--- src/rtl/space_invaders_pkg.sv ---
// Shared definitions for the space-invaders video path: screen geometry,
// colour encoding, and the sprite plotter's state encoding.
package space_invaders_pkg;

  // Visible frame-buffer geometry (320x240).
  localparam int SCREEN_W = 320;
  localparam int SCREEN_H = 240;

  // 3-bit RGB colour.
  localparam int COLOUR_W = 3;
  localparam logic [COLOUR_W-1:0] BLACK = 3'b000;
  localparam logic [COLOUR_W-1:0] WHITE = 3'b111;
  localparam logic [COLOUR_W-1:0] GREEN = 3'b010;

  // Sprite plotter state encoding.
  localparam int STATE_W = 2;
  localparam logic [STATE_W-1:0] ST_IDLE = 2'd0;
  localparam logic [STATE_W-1:0] ST_PLOT = 2'd1;
  localparam logic [STATE_W-1:0] ST_DONE = 2'd2;

endpackage

--- src/rtl/sprite_scan_counter.sv ---
// Row-major scan counter for a W x H sprite bitmap.
// Ports:
//   clk, rst_n : clock, asynchronous active-low reset
//   clear_i    : force row = col = 0 (takes priority over en_i)
//   en_i       : advance one pixel (col first, then row)
//   col_o      : current column, 0..W-1
//   row_o      : current row, 0..H-1
//   last_o     : high while the counter points at (H-1, W-1)
module sprite_scan_counter #(
  parameter  int W  = 8,
  parameter  int H  = 8,
  localparam int CW = $clog2(W),
  localparam int RW = $clog2(H)
) (
  input  logic          clk,
  input  logic          rst_n,
  input  logic          clear_i,
  input  logic          en_i,
  output logic [CW-1:0] col_o,
  output logic [RW-1:0] row_o,
  output logic          last_o
);

  logic [CW-1:0] col_q, col_d;
  logic [RW-1:0] row_q, row_d;
  logic          col_end, row_end;

  assign col_end = (col_q == CW'(W - 1));
  assign row_end = (row_q == RW'(H - 1));

  // NOTE: every always_comb output gets a default assignment first so no
  // path through the block leaves it unassigned (which would infer a latch).
  always_comb begin
    col_d = col_q;
    row_d = row_q;
    if (clear_i) begin
      col_d = '0;
      row_d = '0;
    end else if (en_i) begin
      if (col_end) begin
        col_d = '0;
        row_d = row_end ? '0 : row_q + RW'(1);
      end else begin
        col_d = col_q + CW'(1);
      end
    end
  end

  // NOTE: sequential state is updated only with non-blocking assignments, so
  // every flop samples the pre-edge value of its inputs regardless of order.
  always_ff @(posedge clk or negedge rst_n) begin
    if (!rst_n) begin
      col_q <= '0;
      row_q <= '0;
    end else begin
      col_q <= col_d;
      row_q <= row_d;
    end
  end

  assign col_o  = col_q;
  assign row_o  = row_q;
  assign last_o = col_end && row_end;

endmodule

--- src/rtl/sprite_plotter.sv ---
// Sprite plotter: latches one sprite request, walks its W x H bitmap
// row-major and emits one registered (x, y, colour, plot) pixel per clock
// to the VGA frame-buffer adapter, then pulses finish.
// Ports:
//   clk, reset   : clock, asynchronous active-low reset
//   start        : request strobe, sampled only in IDLE
//   erase        : 1 = write BG_COLOUR, 0 = write colour_in
//   orig_x/y     : sprite top-left corner
//   colour_in    : sprite colour
//   bitmap       : mask, bit r*W+c = row r / column c, bit 0 = top-left
//   x, y, colour : pixel to the adapter
//   plot         : adapter write enable
//   busy         : high from accept through the finish cycle
//   finish       : one-cycle done pulse
module sprite_plotter
  import space_invaders_pkg::*;
#(
  parameter int                   W         = 8,
  parameter int                   H         = 8,
  parameter int                   X_W       = 9,
  parameter int                   Y_W       = 8,
  parameter logic [COLOUR_W-1:0]  BG_COLOUR = BLACK
) (
  input  logic                clk,
  input  logic                reset,
  input  logic                start,
  input  logic                erase,
  input  logic [X_W-1:0]      orig_x,
  input  logic [Y_W-1:0]      orig_y,
  input  logic [COLOUR_W-1:0] colour_in,
  input  logic [W*H-1:0]      bitmap,
  output logic [X_W-1:0]      x,
  output logic [Y_W-1:0]      y,
  output logic [COLOUR_W-1:0] colour,
  output logic                plot,
  output logic                busy,
  output logic                finish
);

  localparam int CW = $clog2(W);
  localparam int RW = $clog2(H);
  localparam int IW = $clog2(W * H);
  localparam int XS = X_W + 1;
  localparam int YS = Y_W + 1;

  logic [STATE_W-1:0]  state_q, state_d;
  logic                busy_q, busy_d;
  logic                finish_q, finish_d;
  logic                plot_q, plot_d;
  logic [X_W-1:0]      x_q, x_d;
  logic [Y_W-1:0]      y_q, y_d;
  logic [COLOUR_W-1:0] colour_q, colour_d;

  // Latched request fields.
  logic [X_W-1:0]      orig_x_q, orig_x_d;
  logic [Y_W-1:0]      orig_y_q, orig_y_d;
  logic [COLOUR_W-1:0] req_colour_q, req_colour_d;
  logic [W*H-1:0]      bitmap_q, bitmap_d;
  logic                erase_q, erase_d;

  logic [CW-1:0] col;
  logic [RW-1:0] row;
  logic          scan_last;

  // The counter idles at (0,0) and only moves while pixels are being emitted.
  sprite_scan_counter #(
    .W (W),
    .H (H)
  ) u_scan (
    .clk     (clk),
    .rst_n   (reset),
    .clear_i (state_q == ST_IDLE),
    .en_i    (state_q == ST_PLOT),
    .col_o   (col),
    .row_o   (row),
    .last_o  (scan_last)
  );

  // Screen coordinates carry one extra bit so an origin near the top of the
  // coordinate range overflows into it instead of wrapping onto the screen.
  logic [XS-1:0] sx;
  logic [YS-1:0] sy;
  logic [IW-1:0] pix_idx;
  logic          pix_on;

  assign sx      = {1'b0, orig_x_q} + XS'(col);
  assign sy      = {1'b0, orig_y_q} + YS'(row);
  assign pix_idx = IW'(row) * IW'(W) + IW'(col);
  assign pix_on  = bitmap_q[pix_idx] && (sx < XS'(SCREEN_W)) && (sy < YS'(SCREEN_H));

  always_comb begin
    state_d      = state_q;
    busy_d       = busy_q;
    finish_d     = finish_q;
    plot_d       = plot_q;
    x_d          = x_q;
    y_d          = y_q;
    colour_d     = colour_q;
    orig_x_d     = orig_x_q;
    orig_y_d     = orig_y_q;
    req_colour_d = req_colour_q;
    bitmap_d     = bitmap_q;
    erase_d      = erase_q;

    case (state_q)
      ST_IDLE: begin
        plot_d   = 1'b0;
        finish_d = 1'b0;
        busy_d   = 1'b0;
        if (start) begin
          orig_x_d     = orig_x;
          orig_y_d     = orig_y;
          req_colour_d = colour_in;
          bitmap_d     = bitmap;
          erase_d      = erase;
          busy_d       = 1'b1;
          state_d      = ST_PLOT;
        end
      end

      ST_PLOT: begin
        // Transparent and off-screen pixels still take their cycle, which
        // keeps the request latency independent of the mask and origin.
        x_d      = sx[X_W-1:0];
        y_d      = sy[Y_W-1:0];
        colour_d = erase_q ? BG_COLOUR : req_colour_q;
        plot_d   = pix_on;
        if (scan_last) state_d = ST_DONE;
      end

      ST_DONE: begin
        // Two cycles in DONE: the first raises finish, the second drops it
        // together with busy and returns to IDLE.
        plot_d = 1'b0;
        if (!finish_q) begin
          finish_d = 1'b1;
        end else begin
          finish_d = 1'b0;
          busy_d   = 1'b0;
          state_d  = ST_IDLE;
        end
      end

      default: begin
        plot_d   = 1'b0;
        finish_d = 1'b0;
        busy_d   = 1'b0;
        state_d  = ST_IDLE;
      end
    endcase
  end

  // NOTE: the request latches, bitmap included, sit in the reset domain so an
  // aborted request leaves no stale sprite data behind.
  always_ff @(posedge clk or negedge reset) begin
    if (!reset) begin
      state_q      <= ST_IDLE;
      busy_q       <= 1'b0;
      finish_q     <= 1'b0;
      plot_q       <= 1'b0;
      x_q          <= '0;
      y_q          <= '0;
      colour_q     <= '0;
      orig_x_q     <= '0;
      orig_y_q     <= '0;
      req_colour_q <= '0;
      bitmap_q     <= '0;
      erase_q      <= 1'b0;
    end else begin
      state_q      <= state_d;
      busy_q       <= busy_d;
      finish_q     <= finish_d;
      plot_q       <= plot_d;
      x_q          <= x_d;
      y_q          <= y_d;
      colour_q     <= colour_d;
      orig_x_q     <= orig_x_d;
      orig_y_q     <= orig_y_d;
      req_colour_q <= req_colour_d;
      bitmap_q     <= bitmap_d;
      erase_q      <= erase_d;
    end
  end

  assign x      = x_q;
  assign y      = y_q;
  assign colour = colour_q;
  assign plot   = plot_q;
  assign busy   = busy_q;
  assign finish = finish_q;

endmodule

--- config.mk ---
export PLATFORM = sky130hd
export DESIGN_NAME = sprite_plotter
export DESIGN_NICKNAME = d
export VERILOG_FILES = /design/src/rtl/space_invaders_pkg.sv /design/src/rtl/sprite_scan_counter.sv /design/src/rtl/sprite_plotter.sv
export SDC_FILE = /design/constraint.sdc
export NUM_CORES = 1
export LEC_CHECK = 0
export CAP_MARGIN = 20
export CORE_MARGIN = 1.5
export CORE_UTILIZATION = 56
export CTS_CLUSTER_DIAMETER = 50
export DETAILED_ROUTE_END_ITERATION = 12
export HOLD_SLACK_MARGIN = 0.05
export PLACE_DENSITY = 0.86
export SYNTH_ARGS = -nofsm -noshare
export SYNTH_HDL_FRONTEND = slang
export SYNTH_SLANG_ARGS = --single-unit
--- constraint.sdc ---
create_clock -name clk -period 4.1 [get_ports clk]
set_input_delay 1.23 -clock clk [delete_from_list [all_inputs] [get_ports clk]]
set_output_delay 1.23 -clock clk [all_outputs]
set_load 0.02 [all_outputs]
==> metrics.md, run 1 <==
| Metric | Value |
|---|---|
| Total buffers and inverters traversed by the critical path | 1 |
| Synth warnings | 0 |
| Number of buffers created by CTS | 17 |
| Category of the worst setup path capture point | output port |
| Count of vias placed by the detailed router | ~3600 |
| Count of hold-fix buffers inserted at cts | 0 |
| CP peak stage delay | around 640 ps |
| Post-CTS Setup Bufs | 0 |
| Effective utilization at floorplan | 0.583 |
| Clock tree from TritonCTS | built |
| Startpoint-to-endpoint class of the critical path | flop to output port |
| Synth Cell Area | 0.00544 mm^2 |
| # setup viols final | 0 |
| Wirelength, routed | ~11 mm |
| Fmax | ~370 MHz |
| Global-route track usage on met3 | 0.0725 |
| Multiplexer share of the synthesized area | 0.258 |
| GRT Overall Usage | 0.240 |
| Dominant cell by count in the synthesized netlist | sky130_fd_sc_hd__dfrtp_1 |
| Largest vdd supply drop | ~0.39 mV |
| Area share of fa/ha/maj cells after synthesis | 0.0304 |
| Largest delay contributor family on the critical path | buffers and inverters |
| Worst R2R Path Depth | 8 |
| Clock transition at the register clock pins on the worst setup and hold paths after CTS | around 60 ps |
| Most frequently used flop master after synthesis | sky130_fd_sc_hd__dfrtp_1 |
| Post-place instance area | roughly 0.0067 mm^2 |
| Maximum clock insertion buffer count | 2 |
| Max stage delay cell, worst path | sky130_fd_sc_hd__clkdlybuf4s50_1 |
| Sequential fraction of the synthesis area | 0.534 |
| Post-Synthesis Net Count | around 490 |
| Routing usage on met2 | 0.406 |
| Critical path, cell by cell | clkdlybuf4s50_1 |
| Post_cts resized | 0 |
| Total power divided by cell area | 714 mW/mm^2 |
| H-tree Lvls | 4 |
| Area share of the largest cell type after synthesis | 0.534 |
| Xor and xnor area share after synthesis | 0.0193 |
| First-pass GRT wire length | approximately 18 mm |
| Element type at the critical path start | flop |
| RePlAce Congestion | ~0.8 |
| DIE WIDTH | around 100 um |
| Number of hold-slack violations in the final timing report | 0 |
| Area fraction in compound gates after synthesis | 0.0663 |
| Period Utilization, post-route | 0.668 |
| Largest net degree at the start of global routing | 73 |
| Post-detailed-placement half-perimeter wirelength | 7.68 mm |
| Path length in cells of the critical path | 1 |
| Antenna violations before repair | 0 |
| Relative area change from synthesis to final layout | 34.5% |
| Worst-path fanout max | 3 |
| Synth Area in Simple Gates | 0.0580 |
| Gate count of the mapped netlist | 394 |
| Drt wl/cell | 17.3 um |
| Register bit total from synthesis | 116 |
| RSZ-0062 raised after global routing | no |
| EDFF count, synth | 0 |
| Number of global-route vias before repair | ~3800 |
| Final antenna diode count | 0 |
| Kind of path behind the tightest hold check | flop to flop |
| Total iterations of the first detailed-routing run | 4 |
| Row cnt | 35 |
| Avg Inst Size Synth | ~14 um^2 |
| Top-Level Pins | roughly 110 |
| Ys async rst share | 1.00 |
| Number of distinct library cells after synthesis | 45 |
| Clock insertion delay at the later pin of the skew report | 510 ps |
| Final Net Count | about 610 |
| Drt drc | 0 |
| Transition time of the tightest slew-check pin | between 900 and 1000 ps |
| Clk sink count | about 120 |
| Worst Hold Depth | 2 |
| Root buffer cell | sky130_fd_sc_hd__clkbuf_8 |
| GR peak layer | met2 |
| Residual antenna-violating net count after detailed routing | 0 |
| Number of filler cells placed in the layout | 570 |
| Setup skew after layout | roughly 5.3 ps |
| Largest family of logic cells by synthesized area | multiplexers |
| Quantity of I/O buffers inserted on ports | 110 |
| Clock period minus final worst setup slack | 2740 ps |
| Most area-hungry cell type in the Yosys netlist | sky130_fd_sc_hd__dfrtp_1 |
| Max_slew headroom | 0.399 |
| Final setup TNS | 0 ps |
| CP Data Required Time | about 2900 ps |
| Final slew viol count | 0 |
| Total overflow reported by the global router | 0 |
| Worst EP arrival | between 1500 and 2000 ps |
| Run status | complete, no violations |
| # Max-Cap Violations | 0 |
| Post-synth top cells | sky130_fd_sc_hd__dfrtp_1 (116), sky130_fd_sc_hd__mux2_2 (82), sky130_fd_sc_hd__nand2_1 (35) |
| Violation count after the first detailed-routing iteration | 124 |
| Synth area leaders | sky130_fd_sc_hd__dfrtp_1 (53%), sky130_fd_sc_hd__mux2_2 (17%), sky130_fd_sc_hd__mux4_1 (3.9%), sky130_fd_sc_hd__mux4_2 (2.9%), sky130_fd_sc_hd__nand2_1 (2.4%) |
| Height of the chip | 102 um |
| Fraction of final layout cells sized beyond drive strength 1 | 0.265 |
| Final cell area excluding filler cells | 0.00732 mm^2 |
| Detailed-route vias per instance | roughly 5.5 |
| Leakage power summed over all cells | between 3 and 4 nW |
| Overall die area | approximately 0.010 mm^2 |
| Core footprint | 0.00933 mm^2 |
| Met1 usage | 0.293 |
==> worst min-delay path: cells and delay by family, from the launching register on <==
family,cells,cell delay (ps)
simple gates,1,40
compound gates,1,60
flops,1,340
==> through the flow <==
stage                     hold slack, ps  cells   util  power, mW  setup slack, ps
after floorplan                      449    394      -       3.09             1680
after global placement               460    620  0.715       3.58             1030
after detailed placement             469    620  0.715       3.67              987
after CTS                            482    652  0.783       5.27             1340
after global routing                 494    653  0.784       5.51             1280
final                                475    653  0.784       5.23             1360
==> routing by layer <==
| layer | vias up | wire, um |
|---|---|---|
| met5 | - | 0 |
| met4 | 0 | 170 |
| met3 | 17 | 661 |
| met2 | 128 | 5770 |
| met1 | 1800 | 4660 |
| li1 | 1664 | - |
==> placed cells by master, fill, tap and decap left out, types with 2 or more instances in the layout <==
| master | instances |
|---|---|
| sky130_fd_sc_hd__a21o_1 | 5 |
| sky130_fd_sc_hd__a21oi_1 | 2 |
| sky130_fd_sc_hd__a22o_1 | 3 |
| sky130_fd_sc_hd__buf_12 | 2 |
| sky130_fd_sc_hd__buf_4 | 8 |
| sky130_fd_sc_hd__bufinv_16 | 5 |
| sky130_fd_sc_hd__clkbuf_16 | 16 |
| sky130_fd_sc_hd__clkbuf_8 | 4 |
| sky130_fd_sc_hd__clkdlybuf4s50_1 | 109 |
| sky130_fd_sc_hd__clkinv_2 | 3 |
| sky130_fd_sc_hd__clkinv_4 | 2 |
| sky130_fd_sc_hd__clkinvlp_4 | 2 |
| sky130_fd_sc_hd__dfrtp_1 | 116 |
| sky130_fd_sc_hd__fa_1 | 2 |
| sky130_fd_sc_hd__ha_1 | 10 |
| sky130_fd_sc_hd__inv_1 | 7 |
| sky130_fd_sc_hd__mux2_1 | 3 |
| sky130_fd_sc_hd__mux2_2 | 82 |
| sky130_fd_sc_hd__mux2i_1 | 8 |
| sky130_fd_sc_hd__mux4_1 | 8 |
| sky130_fd_sc_hd__mux4_2 | 7 |
| sky130_fd_sc_hd__nand2_1 | 35 |
| sky130_fd_sc_hd__nand2b_1 | 5 |
| sky130_fd_sc_hd__nand3_1 | 2 |
| sky130_fd_sc_hd__nand4_1 | 2 |
| sky130_fd_sc_hd__nor2_1 | 7 |
| sky130_fd_sc_hd__nor2b_1 | 7 |
| sky130_fd_sc_hd__nor3b_1 | 3 |
| sky130_fd_sc_hd__o2111a_1 | 2 |
| sky130_fd_sc_hd__o21ai_0 | 22 |
| sky130_fd_sc_hd__o21ai_1 | 5 |
| sky130_fd_sc_hd__o311ai_0 | 2 |
| sky130_fd_sc_hd__xnor2_1 | 4 |
| sky130_fd_sc_hd__xor2_1 | 8 |
==> layout make-up <==
| cell class | instances | area [um^2] | share of cell area |
|---|---|---|---|
| Clock buffer | 20 | 455 | 0.0623 |
| Clock inverter | 12 | 176 | 0.0241 |
| Inverter | 8 | 56.3 | 0.00770 |
| Multi-Input combinational cell | 248 | 2360 | 0.322 |
| Sequential cell | 116 | 2900 | 0.397 |
| Tap cell | 129 | 161 | 0.0221 |
| Timing Repair Buffer | 120 | 1210 | 0.165 |
==> where the power goes <==
part	leakage, nW	internal [mW]	switching (mW)
registers	1.38	1.60	0.296
logic	1.36	1.02	0.759
clock network	0.307	1.04	0.518
==> cell families after synthesis <==
family          Yosys count
flops                   116
buf+inv                  30
simple gates             65
xor+xnor                 12
mux                     108
fa+ha+maj                12
compound gates           51
==> flip-flops by register name, summed over array words and instances (netlist names) <==
name / flops
bitmap_q: 64
orig_x_q: 9
x: 9
orig_y_q: 8
y: 8
colour: 3
req_colour_q: 3
u_scan.col_o: 3
u_scan.row_o: 3
state_q: 2
busy: 1
erase_q: 1
finish: 1
plot: 1
==> worst paths after layout <==
kind	start	endpoint	slack (ps)
max reg2reg	orig_x_q[0]$_DFFE_PN0P_	plot$_DFF_PN0_	1410
min in group asynchronous	reset	x[2]$_DFFE_PN0P_	840
min	y[6]$_DFFE_PN0P_	y[6]$_DFFE_PN0P_	480
max	finish$_DFFE_PN0N_	finish	1360
max in group asynchronous	reset	bitmap_q[53]$_DFFE_PN0P_	2500
min reg2reg	y[6]$_DFFE_PN0P_	y[6]$_DFFE_PN0P_	480
(Power assumes the default switching activity.)
==> inputs of run 2 (changes only) <==
--- a/config.mk
+++ b/config.mk
@@ -7,11 +7,11 @@
 export LEC_CHECK = 0
 export CAP_MARGIN = 20
 export CORE_MARGIN = 1.5
-export CORE_UTILIZATION = 56
+export CORE_UTILIZATION = 52
 export CTS_CLUSTER_DIAMETER = 50
 export DETAILED_ROUTE_END_ITERATION = 12
 export HOLD_SLACK_MARGIN = 0.05
-export PLACE_DENSITY = 0.86
+export PLACE_DENSITY = 0.81
 export SYNTH_ARGS = -nofsm -noshare
 export SYNTH_HDL_FRONTEND = slang
 export SYNTH_SLANG_ARGS = --single-unit
==> constraint.sdc (replaced) <==
create_clock -name clk -period 2.7 [get_ports clk]
set_input_delay 0.81 -clock clk [delete_from_list [all_inputs] [get_ports clk]]
set_output_delay 0.81 -clock clk [all_outputs]
set_load 0.02 [all_outputs]
==> run 2 against run 1 <==
Sequential cell count unchanged. Sequential power rose by 52%. Cell count increased by 1.2%. Worst setup slack got worse by 1300 ps. Total power increased by 49%. Highest routed layer unchanged. Count of clock-buffer cells in the layout up 1. Largest power group unchanged. Core utilization shrank 6.8 points.
==> metrics.md, run 2 (synthesis results as in run 1) <==
| Metric | Value |
|---|---|
| Number of global-route vias before repair | 3809 (+0.37%) |
| Violation count after the first detailed-routing iteration | 137 (+10%) |
| Max stage delay cell, worst path | sky130_fd_sc_hd__or4_1 |
| Number of buffers created by CTS | 17 (unchanged) |
| Total power divided by cell area | 1060 mW/mm^2 (+49%) |
| Relative area change from synthesis to final layout | 34.7% |
| Row cnt | 37 (+5.7%) |
| Path length in cells of the critical path | 7 (+6) |
| Category of the worst setup path capture point | flop |
| Clock insertion delay at the later pin of the skew report | 500 ps (about the same) |
| Antenna violations before repair | 0 (unchanged) |
| Top-Level Pins | 111 (unchanged) |
| H-tree Lvls | 4 (unchanged) |
| Drt drc | 0 (unchanged) |
| Largest delay contributor family on the critical path | compound AO/OA/AOI/OAI gates |
| CP peak stage delay | 520 ps (-120 ps) |
| RePlAce Congestion | 0.771 (-3.6%) |
| Final slew viol count | 0 (unchanged) |
| Most frequent cells in the layout | sky130_fd_sc_hd__dfrtp_1 (116), sky130_fd_sc_hd__clkdlybuf4s50_1 (109), sky130_fd_sc_hd__mux2_2 (82), sky130_fd_sc_hd__nand2_1 (35), sky130_fd_sc_hd__o21ai_0 (22) |
| Largest vdd supply drop | 0.656 mV (+70%) |
| Worst R2R Path Depth | 7 (-1) |
| Reg-to-reg slack, setup | 100 ps (-1310 ps) |
| Wirelength, routed | 11.3 mm (+0.53%) |
| Total iterations of the first detailed-routing run | 4 (unchanged) |
| Number of hold-slack violations in the final timing report | 0 (unchanged) |
| Root buffer cell | sky130_fd_sc_hd__clkbuf_8 |
| Worst-path fanout max | 5 (+2) |
| Post-CTS Setup Bufs | 0 (unchanged) |
| Maximum clock insertion buffer count | 2 (unchanged) |
| # setup viols final | 0 (unchanged) |
| Commonest non-fill, non-tap cell in the layout | sky130_fd_sc_hd__dfrtp_1 |
| Post_cts resized | 0 (unchanged) |
| Clock tree from TritonCTS | built |
| Final setup TNS | 0 ps (unchanged) |
| Clock period minus final worst setup slack | roughly 2600 ps |
| Count of hold-fix buffers inserted at cts | 0 (unchanged) |
| CP Data Required Time | 3070 ps (+200 ps) |
| Largest net degree at the start of global routing | 56 (-23%) |
| Clock transition at the register clock pins on the worst setup and hold paths after CTS | 60 ps (about the same) |
| Element type at the critical path start | flop |
| RSZ-0062 raised after global routing | no |
| Overall die area | 0.0111 mm^2 (+7.5%) |
| Final antenna diode count | 0 (unchanged) |
| Run status | complete, no violations |
| Height of the chip | 105 um (+3.7%) |
| First-pass GRT wire length | 18.8 mm (+3.2%) |
| Transition time of the tightest slew-check pin | 613 ps (-289 ps) |
| Count of vias placed by the detailed router | 3567 (-1.2%) |
| Detailed-route vias per instance | 5.40 (-2.4%) |
| GRT Overall Usage | 0.222 (-0.0179) |
| Max_slew headroom | 0.591 (+0.192) |
| Startpoint-to-endpoint class of the critical path | flop to flop |
| Kind of path behind the tightest hold check | input port to asynchronous set/reset pin |
| Total buffers and inverters traversed by the critical path | 1 (unchanged) |
| Total overflow reported by the global router | 0 (unchanged) |
| Worst EP arrival | 2980 ps (+1470 ps) |
| Clk sink count | 116 (unchanged) |
| Setup skew after layout | 9.68 ps (+4.36 ps) |
| Worst R2R Start | u_scan.col_o[1]$_DFFE_PN0P_ |
| Fmax | 384 MHz |
| Critical path, cell by cell | bufinv_16 -> fa_1 -> nand2b_1 -> or4_1 -> o311ai_1 -> o311ai_2 -> a2111oi_4 |
| Core footprint | 0.0102 mm^2 (+9.7%) |
| Quantity of I/O buffers inserted on ports | 110 (unchanged) |
| DIE WIDTH | 105 um (+3.7%) |
| Fraction of final layout cells sized beyond drive strength 1 | 0.267 (+0.00140) |
| Worst hold slack | 317 ps (-158 ps) |
| Drt wl/cell | 17.1 um (-0.68%) |
| Effective utilization at floorplan | 0.532 (-0.0515) |
| Post-detailed-placement half-perimeter wirelength | 7.89 mm (+2.7%) |
| Period Utilization, post-route | 0.964 |
| Max FFs per register | 64 (unchanged) |
| Leakage power summed over all cells | 3.03 nW (-0.46%) |
| Final Net Count | 612 (+0.16%) |
| # Max-Cap Violations | 0 (unchanged) |
| Residual antenna-violating net count after detailed routing | 0 (unchanged) |
| Reg-to-reg endpoint | plot$_DFF_PN0_ |
| Number of filler cells placed in the layout | 724 (+27%) |
| Register bank with the most flops | bitmap_q |
## run 2: cell types whose count changed in the layout (fill, tap and decap cells not counted), moves of 2 or more
cell | before | now
sky130_fd_sc_hd__clkinv_4 | 2 | 4
sky130_fd_sc_hd__buf_12 | 2 | 4
sky130_fd_sc_hd__o311ai_0 | 2 | 0
sky130_fd_sc_hd__bufinv_16 | 5 | 3
## run 2: how the worst max path moves through the flow
| stage | startpoint | to | slack, ps |
|---|---|---|---|
| floorplan | u_scan.col_o[1]$_DFFE_PN0P_ | plot$_DFF_PN0_ | 370 |
| global placement | u_scan.col_o[1]$_DFFE_PN0P_ | plot$_DFF_PN0_ | 60 |
| detailed placement | u_scan.col_o[1]$_DFFE_PN0P_ | plot$_DFF_PN0_ | 80 |
| CTS | u_scan.col_o[1]$_DFFE_PN0P_ | plot$_DFF_PN0_ | 20 |
| global route | u_scan.col_o[1]$_DFFE_PN0P_ | plot$_DFF_PN0_ | 3 |
| finish | u_scan.col_o[1]$_DFFE_PN0P_ | plot$_DFF_PN0_ | 100 |
## run 2: report_power, final
group          switching, mW  internal [mW]
sequential             0.443           2.43
clock                  0.767           1.39
combinational           1.19           1.57
total                   2.40           5.39
## run 2: per-stage QoR
stage | total power [mW] | worst slack, ps | util | cells | instance area, um^2
2_1_floorplan | 4.69 | 374 | - | 394 | 5440
3_3_place_gp | 5.48 | 63.4 | 0.657 | 629 | 6720
3_5_place_dp | 5.62 | 76.4 | 0.657 | 629 | 6720
4_1_cts | 7.82 | 16.1 | 0.714 | 661 | 7300
5_1_grt | 8.26 | 2.58 | 0.716 | 661 | 7320
6_report | 7.78 | 96.1 | 0.716 | 661 | 7320
## run 2: layer usage
layer / up-vias / GRT usage / part of all wire
met3: 8 / 0.0717 / 0.056
met1: 1783 / 0.271 / 0.43
met4: 0 / 0.0577 / 0.0064
met5: - / 0 / 0
met2: 104 / 0.381 / 0.51
li1: 1672 / - / -
## run 2: layout make-up
cell class	instances	area, um^2	share of cell area
Sequential cell	116	2900	0.396
Multi-Input combinational cell	248	2380	0.325
Timing Repair Buffer	121	1230	0.168
Clock buffer	21	459	0.0627
Tap cell	136	170	0.0232
Clock inverter	11	128	0.0174
Inverter	8	56.3	0.00769
